**src/rtl/seg_scan_if.sv**
```systemverilog
// Display-side bundle for seg_scan_gen: frame content/controls in, digit and segment drive out.
// en is a level enable, not a handshake; content is sampled by the scanner only at frame start.
interface seg_scan_if #(
  parameter int NUM_DIGITS = 8
);
  logic                    en;
  logic [4*NUM_DIGITS-1:0] digits;
  logic [NUM_DIGITS-1:0]   dp;
  logic [NUM_DIGITS-1:0]   blank;
  logic [NUM_DIGITS-1:0]   blink;
  logic                    hex_mode;
  logic [NUM_DIGITS-1:0]   wei;
  logic [7:0]              duan;
  logic                    frame_done;

  modport master (
    output en, digits, dp, blank, blink, hex_mode,
    input  wei, duan, frame_done
  );

  modport slave (
    input  en, digits, dp, blank, blink, hex_mode,
    output wei, duan, frame_done
  );
endinterface

```
**src/rtl/seg_scan_gen.sv**
```systemverilog
// Multiplexed 7-segment scanner: one blanking GAP cycle then DWELL lit cycles per digit,
// with a per-frame snapshot of the display content and a free-running blink counter.
module seg_scan_gen #(
  parameter int NUM_DIGITS     = 8,
  parameter int DWELL          = 4,
  parameter int SEG_ACTIVE_LOW = 1,
  parameter int DIG_ACTIVE_LOW = 1,
  parameter int BLINK_W        = 16
) (
  input  logic       clk_xHZ,
  input  logic       rst_n,
  seg_scan_if.slave  bus,
  output logic [1:0] fsm_state
);

  localparam int IDX_W = (NUM_DIGITS > 1) ? $clog2(NUM_DIGITS) : 1;
  localparam int DW_W  = (DWELL > 1) ? $clog2(DWELL) : 1;

  localparam logic [IDX_W-1:0]      IDX_LAST   = IDX_W'(NUM_DIGITS - 1);
  localparam logic [DW_W-1:0]       DWELL_LAST = DW_W'(DWELL - 1);
  localparam logic [NUM_DIGITS-1:0] WEI_OFF    = {NUM_DIGITS{DIG_ACTIVE_LOW != 0}};
  localparam logic [7:0]            DUAN_OFF   = {8{SEG_ACTIVE_LOW != 0}};

  localparam logic [1:0] IDLE = 2'd0;
  localparam logic [1:0] GAP  = 2'd1;
  localparam logic [1:0] SHOW = 2'd2;

  logic [1:0]              state, state_n;
  logic [IDX_W-1:0]        idx, idx_n;
  logic [DW_W-1:0]         dwell, dwell_n;
  logic                    take_snap;
  logic [BLINK_W-1:0]      blink_cnt;

  logic [4*NUM_DIGITS-1:0] snap_digits;
  logic [NUM_DIGITS-1:0]   snap_dp, snap_blank, snap_blink;
  logic                    snap_hex;

  logic [3:0]              nib;
  logic                    nib_dp, nib_blank, nib_blink;
  logic                    dark;
  logic [7:0]              seg_hi;
  logic [NUM_DIGITS-1:0]   sel_hi;
  logic [NUM_DIGITS-1:0]   wei_n;
  logic [7:0]              duan_n;
  logic                    fd_n;

  assign fsm_state = state;

  function automatic logic [6:0] glyph(input logic [3:0] v);
    case (v)
      4'h0:    glyph = 7'h3F;
      4'h1:    glyph = 7'h06;
      4'h2:    glyph = 7'h5B;
      4'h3:    glyph = 7'h4F;
      4'h4:    glyph = 7'h66;
      4'h5:    glyph = 7'h6D;
      4'h6:    glyph = 7'h7D;
      4'h7:    glyph = 7'h07;
      4'h8:    glyph = 7'h7F;
      4'h9:    glyph = 7'h6F;
      4'hA:    glyph = 7'h77;
      4'hB:    glyph = 7'h7C;
      4'hC:    glyph = 7'h39;
      4'hD:    glyph = 7'h5E;
      4'hE:    glyph = 7'h79;
      default: glyph = 7'h71;
    endcase
  endfunction

  // Dropping en wins over every state so the display blanks on the very next edge.
  always_comb begin
    state_n   = state;
    idx_n     = idx;
    dwell_n   = dwell;
    take_snap = 1'b0;
    if (!bus.en) begin
      state_n = IDLE;
      idx_n   = '0;
      dwell_n = '0;
    end else begin
      case (state)
        IDLE: begin
          state_n   = GAP;
          idx_n     = '0;
          dwell_n   = '0;
          take_snap = 1'b1;
        end
        GAP: begin
          state_n = SHOW;
          dwell_n = '0;
        end
        SHOW: begin
          if (dwell == DWELL_LAST) begin
            state_n = GAP;
            dwell_n = '0;
            if (idx == IDX_LAST) begin
              idx_n     = '0;
              take_snap = 1'b1;
            end else begin
              idx_n = idx + 1'b1;
            end
          end else begin
            dwell_n = dwell + 1'b1;
          end
        end
        default: begin
          state_n = IDLE;
          idx_n   = '0;
          dwell_n = '0;
        end
      endcase
    end
  end

  // Outputs are computed for the state being entered, so they register alongside it.
  always_comb begin
    nib       = 4'h0;
    nib_dp    = 1'b0;
    nib_blank = 1'b0;
    nib_blink = 1'b0;
    sel_hi    = '0;
    for (int i = 0; i < NUM_DIGITS; i++) begin
      if (idx_n == IDX_W'(i)) begin
        nib       = snap_digits[4*i +: 4];
        nib_dp    = snap_dp[i];
        nib_blank = snap_blank[i];
        nib_blink = snap_blink[i];
        sel_hi[i] = 1'b1;
      end
    end
    dark   = nib_blank || ((nib > 4'd9) && !snap_hex) || (nib_blink && blink_cnt[BLINK_W-1]);
    seg_hi = dark ? 8'h00 : {nib_dp, glyph(nib)};
    if (state_n == SHOW) begin
      wei_n  = sel_hi ^ WEI_OFF;
      duan_n = seg_hi ^ DUAN_OFF;
      fd_n   = (idx_n == IDX_LAST) && (dwell_n == DWELL_LAST);
    end else begin
      wei_n  = WEI_OFF;
      duan_n = DUAN_OFF;
      fd_n   = 1'b0;
    end
  end

  always_ff @(posedge clk_xHZ or negedge rst_n) begin
    if (!rst_n) begin
      state     <= IDLE;
      idx       <= '0;
      dwell     <= '0;
      blink_cnt <= '0;
    end else begin
      state     <= state_n;
      idx       <= idx_n;
      dwell     <= dwell_n;
      blink_cnt <= blink_cnt + 1'b1;
    end
  end

  always_ff @(posedge clk_xHZ or negedge rst_n) begin
    if (!rst_n) begin
      snap_digits <= '0;
      snap_dp     <= '0;
      snap_blank  <= '0;
      snap_blink  <= '0;
      snap_hex    <= 1'b0;
    end else if (take_snap) begin
      snap_digits <= bus.digits;
      snap_dp     <= bus.dp;
      snap_blank  <= bus.blank;
      snap_blink  <= bus.blink;
      snap_hex    <= bus.hex_mode;
    end
  end

  always_ff @(posedge clk_xHZ or negedge rst_n) begin
    if (!rst_n) begin
      bus.wei        <= WEI_OFF;
      bus.duan       <= DUAN_OFF;
      bus.frame_done <= 1'b0;
    end else begin
      bus.wei        <= wei_n;
      bus.duan       <= duan_n;
      bus.frame_done <= fd_n;
    end
  end

endmodule
```
**src/flat_wrapper.sv**
```systemverilog
// flat-port wrapper written by rule: the top's interface ports become plain ports
module seg_scan_gen_flat 
#(
  parameter int NUM_DIGITS     = 8,
  parameter int DWELL          = 4,
  parameter int SEG_ACTIVE_LOW = 1,
  parameter int DIG_ACTIVE_LOW = 1,
  parameter int BLINK_W        = 16
)
  (clk_xHZ, rst_n, fsm_state, bus_en, bus_digits, bus_dp, bus_blank, bus_blink, bus_hex_mode, bus_wei, bus_duan, bus_frame_done);
  seg_scan_if #(.NUM_DIGITS(NUM_DIGITS)) bus_i ();
  input  logic clk_xHZ;
  input  logic rst_n;
  output logic [1:0] fsm_state;
  input wire logic [$bits(bus_i.en)-1:0] bus_en;
  input wire logic [$bits(bus_i.digits)-1:0] bus_digits;
  input wire logic [$bits(bus_i.dp)-1:0] bus_dp;
  input wire logic [$bits(bus_i.blank)-1:0] bus_blank;
  input wire logic [$bits(bus_i.blink)-1:0] bus_blink;
  input wire logic [$bits(bus_i.hex_mode)-1:0] bus_hex_mode;
  output wire logic [$bits(bus_i.wei)-1:0] bus_wei;
  output wire logic [$bits(bus_i.duan)-1:0] bus_duan;
  output wire logic [$bits(bus_i.frame_done)-1:0] bus_frame_done;
  assign bus_i.en = bus_en;
  assign bus_i.digits = bus_digits;
  assign bus_i.dp = bus_dp;
  assign bus_i.blank = bus_blank;
  assign bus_i.blink = bus_blink;
  assign bus_i.hex_mode = bus_hex_mode;
  assign bus_wei = bus_i.wei;
  assign bus_duan = bus_i.duan;
  assign bus_frame_done = bus_i.frame_done;
  seg_scan_gen #(.NUM_DIGITS(NUM_DIGITS), .DWELL(DWELL), .SEG_ACTIVE_LOW(SEG_ACTIVE_LOW), .DIG_ACTIVE_LOW(DIG_ACTIVE_LOW), .BLINK_W(BLINK_W)) u_core (.clk_xHZ(clk_xHZ), .rst_n(rst_n), .bus(bus_i), .fsm_state(fsm_state));
endmodule
```
**config.mk**
```make
export PLATFORM = sky130hd
export DESIGN_NAME = seg_scan_gen_flat
export DESIGN_NICKNAME = d
export VERILOG_FILES = /design/src/rtl/seg_scan_if.sv /design/src/rtl/seg_scan_gen.sv /design/src/flat_wrapper.sv
export SDC_FILE = /design/constraint.sdc
export NUM_CORES = 1
export LEC_CHECK = 0
export ABC_AREA = 1
export CAP_MARGIN = 30
export CORE_UTILIZATION = 45
export CTS_CLUSTER_SIZE = 30
export DETAILED_ROUTE_END_ITERATION = 7
export DONT_BUFFER_PORTS = 1
export HOLD_SLACK_MARGIN = 0.12
export PLACE_DENSITY_LB_ADDON = 0.3
export SYNTH_ARGS = -nofsm -noshare
export SYNTH_HDL_FRONTEND = slang
export SYNTH_SLANG_ARGS = --single-unit
```
**constraint.sdc**
```tcl
create_clock -name clk_xHZ -period 3.3 [get_ports clk_xHZ]
set_clock_uncertainty 0.1 [all_clocks]
set_input_delay 0.99 -clock clk_xHZ [delete_from_list [all_inputs] [get_ports clk_xHZ]]
set_output_delay 0.99 -clock clk_xHZ [all_outputs]
set_load 0.005 [all_outputs]
```
# [Yosys cells after proc, flatten, opt, wreduce, memory -nomap -nowiden]
# Memory sizes are Yosys's and may differ from the RTL's.
# Cells that the tools add are included.
[op_classes] mux=58 addsub=3 order_cmp=1 eq_ne=13 bitwise_logic=2 n_reduce_logical=8
[op_table] cell="$mux 1" count=36
[op_table] cell="$mux 4" count=8
[op_table] cell="$mux 8" count=3
[op_table] cell="$add 16x1->16 const B" count=1
[op_table] cell="$not 8->8" count=2
[op_table] cell="$eq 3x3->1 const B" count=5
[op_table] cell="$mux 2" count=5
[op_table] cell="$mux 3" count=3
[op_table] cell="$eq 2x2->1 const B" count=4
[op_table] cell="$eq 3x2->1 const B" count=2
[op_table] cell="$pmux 2 s3" count=1
[op_table] cell="$pmux 3 s2" count=1
[op_table] cell="$gt 4x4->1 const B" count=1
[op_table] cell="$add 3x1->3 const B" count=1
[op_table] cell="$eq 3x1->1 const B" count=1
[op_table] cell="$logic_and 1x1->1" count=3
[op_table] cell="$logic_not 3->1" count=1
[op_table] cell="$add 2x1->2 const B" count=1
[op_table] cell="$eq 2x1->1 const B" count=1
[op_table] cell="$logic_not 2->1" count=1
[op_table] cell="$logic_or 1x1->1" count=2
[op_table] cell="$pmux 1 s2" count=1
[op_table] cell="$logic_not 1->1" count=1
[word_totals] out_inout_bits=19 mem_bits_ro=112 ff_bits=97 n_memories=1 inputBits=60
[mem_list] memory="(name not given)" words=16 width=7 read_ports=1 rd_clocked_by_memory_dff=0 wr=0 line_no="seg_scan_gen.sv:50" rtl="case (v)"

# [Depth between registers and ports, before layout]
[logic_depth] word_depth=21 depth_mapped=21

# [Worst setup path after synthesis]
# Ideal clock, no wire load.
[synth_timing] path_kind="input -> register" startpoint="input port bus_en" endpoint="register u_core.bus.duan[3]" path_buffers=0 setup_time_ps=85 path_slack_ps=369 arrival_ps=2746 stages=16 required_ps=3115 path_cell_list="nand2_1 inv_2 nand2_4 inv_2 nor2_4 inv_2 nor2_1 nor2_1 nand4_1 nor2_1 ha_1 nand3_1 nand2_2 nor2_4 nor2_8 nand3_1"
[synth_via] elab_chain_len=17
[synth_lines] item="from (decl)" line_no="flat_wrapper.sv:15" rtl="input wire logic [$bits(bus_i.en)-1:0] bus_en;"
[synth_lines] item="$mux 3 *" line_no="seg_scan_gen.sv:76" rtl="if (!bus.en) begin"
[synth_lines] item="via u_core.idx_n[2]" line_no="seg_scan_gen.sv:29" rtl="logic [IDX_W-1:0] idx, idx_n;"
[synth_lines] item="$logic_not 3->1" line_no="seg_scan_gen.sv:123" rtl="if (idx_n == IDX_W'(i)) begin"
[synth_lines] item="$mux 4 (8 in a row)" line_no="seg_scan_gen.sv:123"
[synth_lines] item="$gt 4x4->1" line_no="seg_scan_gen.sv:131" rtl="dark = nib_blank || ((nib > 4'd9) && !snap_hex) || (nib_blink && blink_cnt[BLINK_W-1]);"
[synth_lines] item="$logic_and 1x1->1" line_no="seg_scan_gen.sv:131"
[synth_lines] item="$logic_or 1x1->1 (2 in a row)" line_no="seg_scan_gen.sv:131"
[synth_lines] item="$mux 8 *" line_no="seg_scan_gen.sv:132" rtl="seg_hi = dark ? 8'h00 : {nib_dp, glyph(nib)};"
[synth_lines] item="$not 8->8 (no source line) *"
[synth_lines] item="$mux 8 *" line_no="seg_scan_gen.sv:133" rtl="if (state_n == SHOW) begin"
[synth_lines] item="via u_core.duan_n[3]" line_no="seg_scan_gen.sv:44" rtl="logic [7:0] duan_n;"
[synth_lines] item="to (signal assigned)" line_no="seg_scan_gen.sv:181" rtl="bus.duan <= duan_n;"
[synth_lines] item="to (decl)" line_no="seg_scan_if.sv:23" rtl="output wei, duan, frame_done"
# The timed path passes the listed nets; every way through them passes the cells marked *.
# A chain may end at the register's enable or synchronous reset.

# [Worst setup path after layout]
[layout_timing] startpoint="register u_core.idx[0]" endpoint="register u_core.bus.duan[1]"
[layout_via] elab_chain_len=21
[layout_lines] item="from (decl)" line_no="seg_scan_gen.sv:29"
[layout_lines] item="from (signal assigned)" line_no="seg_scan_gen.sv:152" rtl="idx <= idx_n;"
[layout_lines] item="$add 3x1->3 / $eq 3x3->1 (equally long branches)" line_no="seg_scan_gen.sv:100, seg_scan_gen.sv:96"
[layout_lines] item="$mux 3 *" line_no="seg_scan_gen.sv:96" rtl="if (idx == IDX_LAST) begin"
[layout_lines] item="$mux 3 *" line_no="seg_scan_gen.sv:93" rtl="if (dwell == DWELL_LAST) begin"
[layout_lines] item="$pmux 3 s2 *" line_no="seg_scan_gen.sv:81" rtl="case (state)"
[layout_lines] item="$mux 3 *" line_no="seg_scan_gen.sv:76"
[layout_lines] item="via u_core.idx_n[2]" line_no="seg_scan_gen.sv:29"
[layout_lines] item="$logic_not 3->1" line_no="seg_scan_gen.sv:123"
[layout_lines] item="$mux 4 (8 in a row)" line_no="seg_scan_gen.sv:123"
[layout_lines] item="$gt 4x4->1" line_no="seg_scan_gen.sv:131"
[layout_lines] item="$logic_and 1x1->1" line_no="seg_scan_gen.sv:131"
[layout_lines] item="$logic_or 1x1->1 (2 in a row)" line_no="seg_scan_gen.sv:131"
[layout_lines] item="$mux 8 *" line_no="seg_scan_gen.sv:132"
[layout_lines] item="$not 8->8 (no source line) *"
[layout_lines] item="$mux 8 *" line_no="seg_scan_gen.sv:133"
[layout_lines] item="via u_core.duan_n[1]" line_no="seg_scan_gen.sv:44"
# Marks and branches as above.

==> reports/results.ini <==
[sta]
tns_ns = 0
fin_ws_ns = 0.2168
worst_pin_slew_ns = 0.5000
whs_ns = 0.2133
fin_crit_ns = 3.083
drv_slew = 0
relSlewSlack_pct = 66.67
fmax_ghz = 0.3243
setup_violations = 0
timing.final.crit_share_pct = 93.43
hold_viol_final = 0

[floorplanning]
start_util_pct = 47.13
die_y_microns = 104.1
io_pins = 79
die_area_sq_um = 10840
placementRows = 36
core_area_sq_um = 9955
die_width_microns = 104.1

[placement]
dpl-instance-area_sq_um = 4860
gp_congestion = 0.8308
place_ws_ns = 0.02375
numPortBuffers = 0
dp_cells = 589
dp_hpwl_mm = 7.123

[final_layout]
drive_above_1_share_pct = 27.37
area_growth_pct = 8.827
finalNetCount = 544
stdcell_area_sq_um = 5106
fill_cells = 922
diodes = 0
final_cells = 608
post-route-util_pct = 51.29

[clock_tree]
cts_tree = built
path_clk_slew_ns = 0.10
cts_sinks = 97
clockBufferDepth = 2
insertion_delay_ns = 0.36
numCtsBuffers = 9
root_buffer = clkbuf_8
htree_levels = 3

[logic_synthesis]
yosysSeqAreaShare_pct = 52.16
synth_compound_area_share_pct = 3.147
netlist_area_sq_um = 4692
synthesis.nets = 536
synthMuxAreaShare_pct = 12.24
synth_top_family_by_area = simple AND/OR/NAND/NOR gates
yosys_warnings = 0
synth_top_area_cell = dfrtp_1
synth_top_area_share_pct = 43.20
ys_types = 33
yosys.area_share.simple_pct = 21.89
netlist_instances = 462
ys_ff_latch = 97
syn_area_per_cell_sq_um = 10.16
synth_fa_ha_area_share_pct = 3.733
synth_xor_area_share_pct = 2.053
synth.area.top_cells = dfrtp_1 43%, mux2_2 12%, dfstp_2 9.0%

[detailed_routing]
via_count = 3167
drcViolationCount = 0
wl_per_cell_microns = 15.95
drtPass1Iterations = 6
dr.first_iter.drc_count = 154
drtAntennaViolNets = 0
via_per_inst = 5.209
wirelength_mm = 9.696

[setup_path]
cp-end-kind = register
crit_arrival_ns = 3.27
startpoint_type = register
required_ns = 3.48
path_class = register to register
cp_max_fo = 11

[outcome]
status = finished clean

[global_routing]
grt_max_degree = 98
grt_usage_pct = 19.30
overflow = 0
grt_pass1_vias = 3238
grt_pass1_wl_mm = 16.27
grt_antenna_before_repair = 0

[run]
maxCapViolations = 0

[power]
power_mw = 3.086
irDropWorstVdd_uv = 372.1
cellPowerDensity_nw_per_um2 = 604.3
cellLeakagePower_nw = 2.364

[min_path]
hold_path_class = primary input to async pin

[logic make-up (layout without fill, tap and decap cells)]
family	Yosys count	after routing
fa+ha+maj	14	14
mux	51	51
compound gates	28	28
simple gates	204	204
flops	97	97
xor+xnor	11	11
buf+inv	57	70
[state kept, by name, indices dropped and copies added, names as in the netlist]
| signal | cells |
|---|---|
| u_core.dwell | 2 |
| u_core.bus.wei | 8 |
| u_core.snap_dp | 8 |
| u_core.fsm_state | 2 |
| u_core.blink_cnt | 16 |
| u_core.snap_blank | 8 |
| u_core.idx | 3 |
| u_core.snap_blink | 8 |
| u_core.bus.frame_done | 1 |
| u_core.snap_hex | 1 |
| u_core.bus.duan | 8 |
| u_core.snap_digits | 32 |
[layout by cell type, fill, tap and decap left out, types with 5 or more instances in the layout]
master	synthesis	layout
nand3_1	28	28
nor2_1	39	38
clkbuf_8	0	11
dfstp_2	16	16
xor2_1	7	7
nand2_4	7	7
nand4_1	12	12
inv_2	8	8
mux2_2	51	51
ha_1	14	11
nor3_1	6	6
nand2_1	89	88
inv_1	40	39
nand2_2	4	5
a21oi_1	17	17
o21ai_0	5	5
dfrtp_1	81	79
nor2_4	8	9
[Yosys cell counts (all sizes together)]
master / count
a21oi: 17
a221oi: 1
a31oi: 1
and2: 1
buf: 1
clkbuf: 7
dfrtp: 81
dfstp: 16
ha: 14
inv: 49
mux2: 51
nand2: 100
nand3: 29
nand3b: 1
nand4: 13
nor2: 51
nor3: 6
nor4: 1
o21a: 1
o21ai: 8
or2: 2
xnor2: 4
xor2: 7
[path summary, 6_finish.rpt]
kind,to,cells past startpoint,slack [ns],from
min in group clk_xHZ,u_core.dwell[0],1,0.37,u_core.dwell[0]
max in group asynchronous,u_core.bus.duan[7],0,2.67,rst_n
min,u_core.snap_digits[6],0,0.21,rst_n
max reg2reg,u_core.bus.duan[1],19,0.22,u_core.idx[0]
min reg2reg,u_core.dwell[0],1,0.37,u_core.dwell[0]
max,u_core.bus.duan[1],19,0.22,u_core.idx[0]
[power breakdown]
group	internal [mW]	switching, mW
clock network	0.323	0.418
registers	1.45	0.151
logic	0.354	0.387
total	2.13	0.957
[critical path, stage by stage, from the launching register on]
cell and delay [ns]:
dfrtp_1 0.41, ha_1 0.20, ha_1 0.27, inv_1 0.05, nand2_1 0.04, nand3_1 0.10
nand2_2 0.09, nand2_4 0.18, inv_6 0.08, nor2_4 0.23, nand2_1 0.07, nand4_1 0.09
nor2_1 0.05, nand4_1 0.23, inv_2 0.09, ha_1 0.30, nand3_1 0.09, nand2_1 0.05
nor2_1 0.18, nand2_1 0.09
[routing by layer]
| layer | vias up | wire length, microns | track usage, % | share of wire [%] |
|---|---|---|---|---|
| li1 | 1523 | - | - | - |
| met1 | 1558 | 4397 | 25.76 | 45 |
| met2 | 77 | 4539 | 29.76 | 47 |
| met3 | 9 | 620 | 6.391 | 6.4 |
| met4 | 0 | 138 | 5.918 | 1.4 |
| met5 | - | 0 | 0 | 0 |
[layout make-up]
| cell class | count | area, sq um | area share, % |
|---|---|---|---|
| clock buffers | 12 | 155.1 | 3.038 |
| multi-input cells | 308 | 2059 | 40.33 |
| well taps | 133 | 166.4 | 3.259 |
| clock inverters | 4 | 33.78 | 0.6616 |
| flip-flops and latches | 97 | 2450 | 47.98 |
| repair buffers | 5 | 50.05 | 0.9802 |
| inverters | 49 | 191.4 | 3.749 |
[timing repair]
item                                   CTS  global route
gates resized for setup                  0            12
setup buffers                            0             3
endpoints found under the hold margin    0             0
hold buffers                             0             0
setup endpoints to repair                0             8
Note: power is estimated with default switching activity, not from simulation.
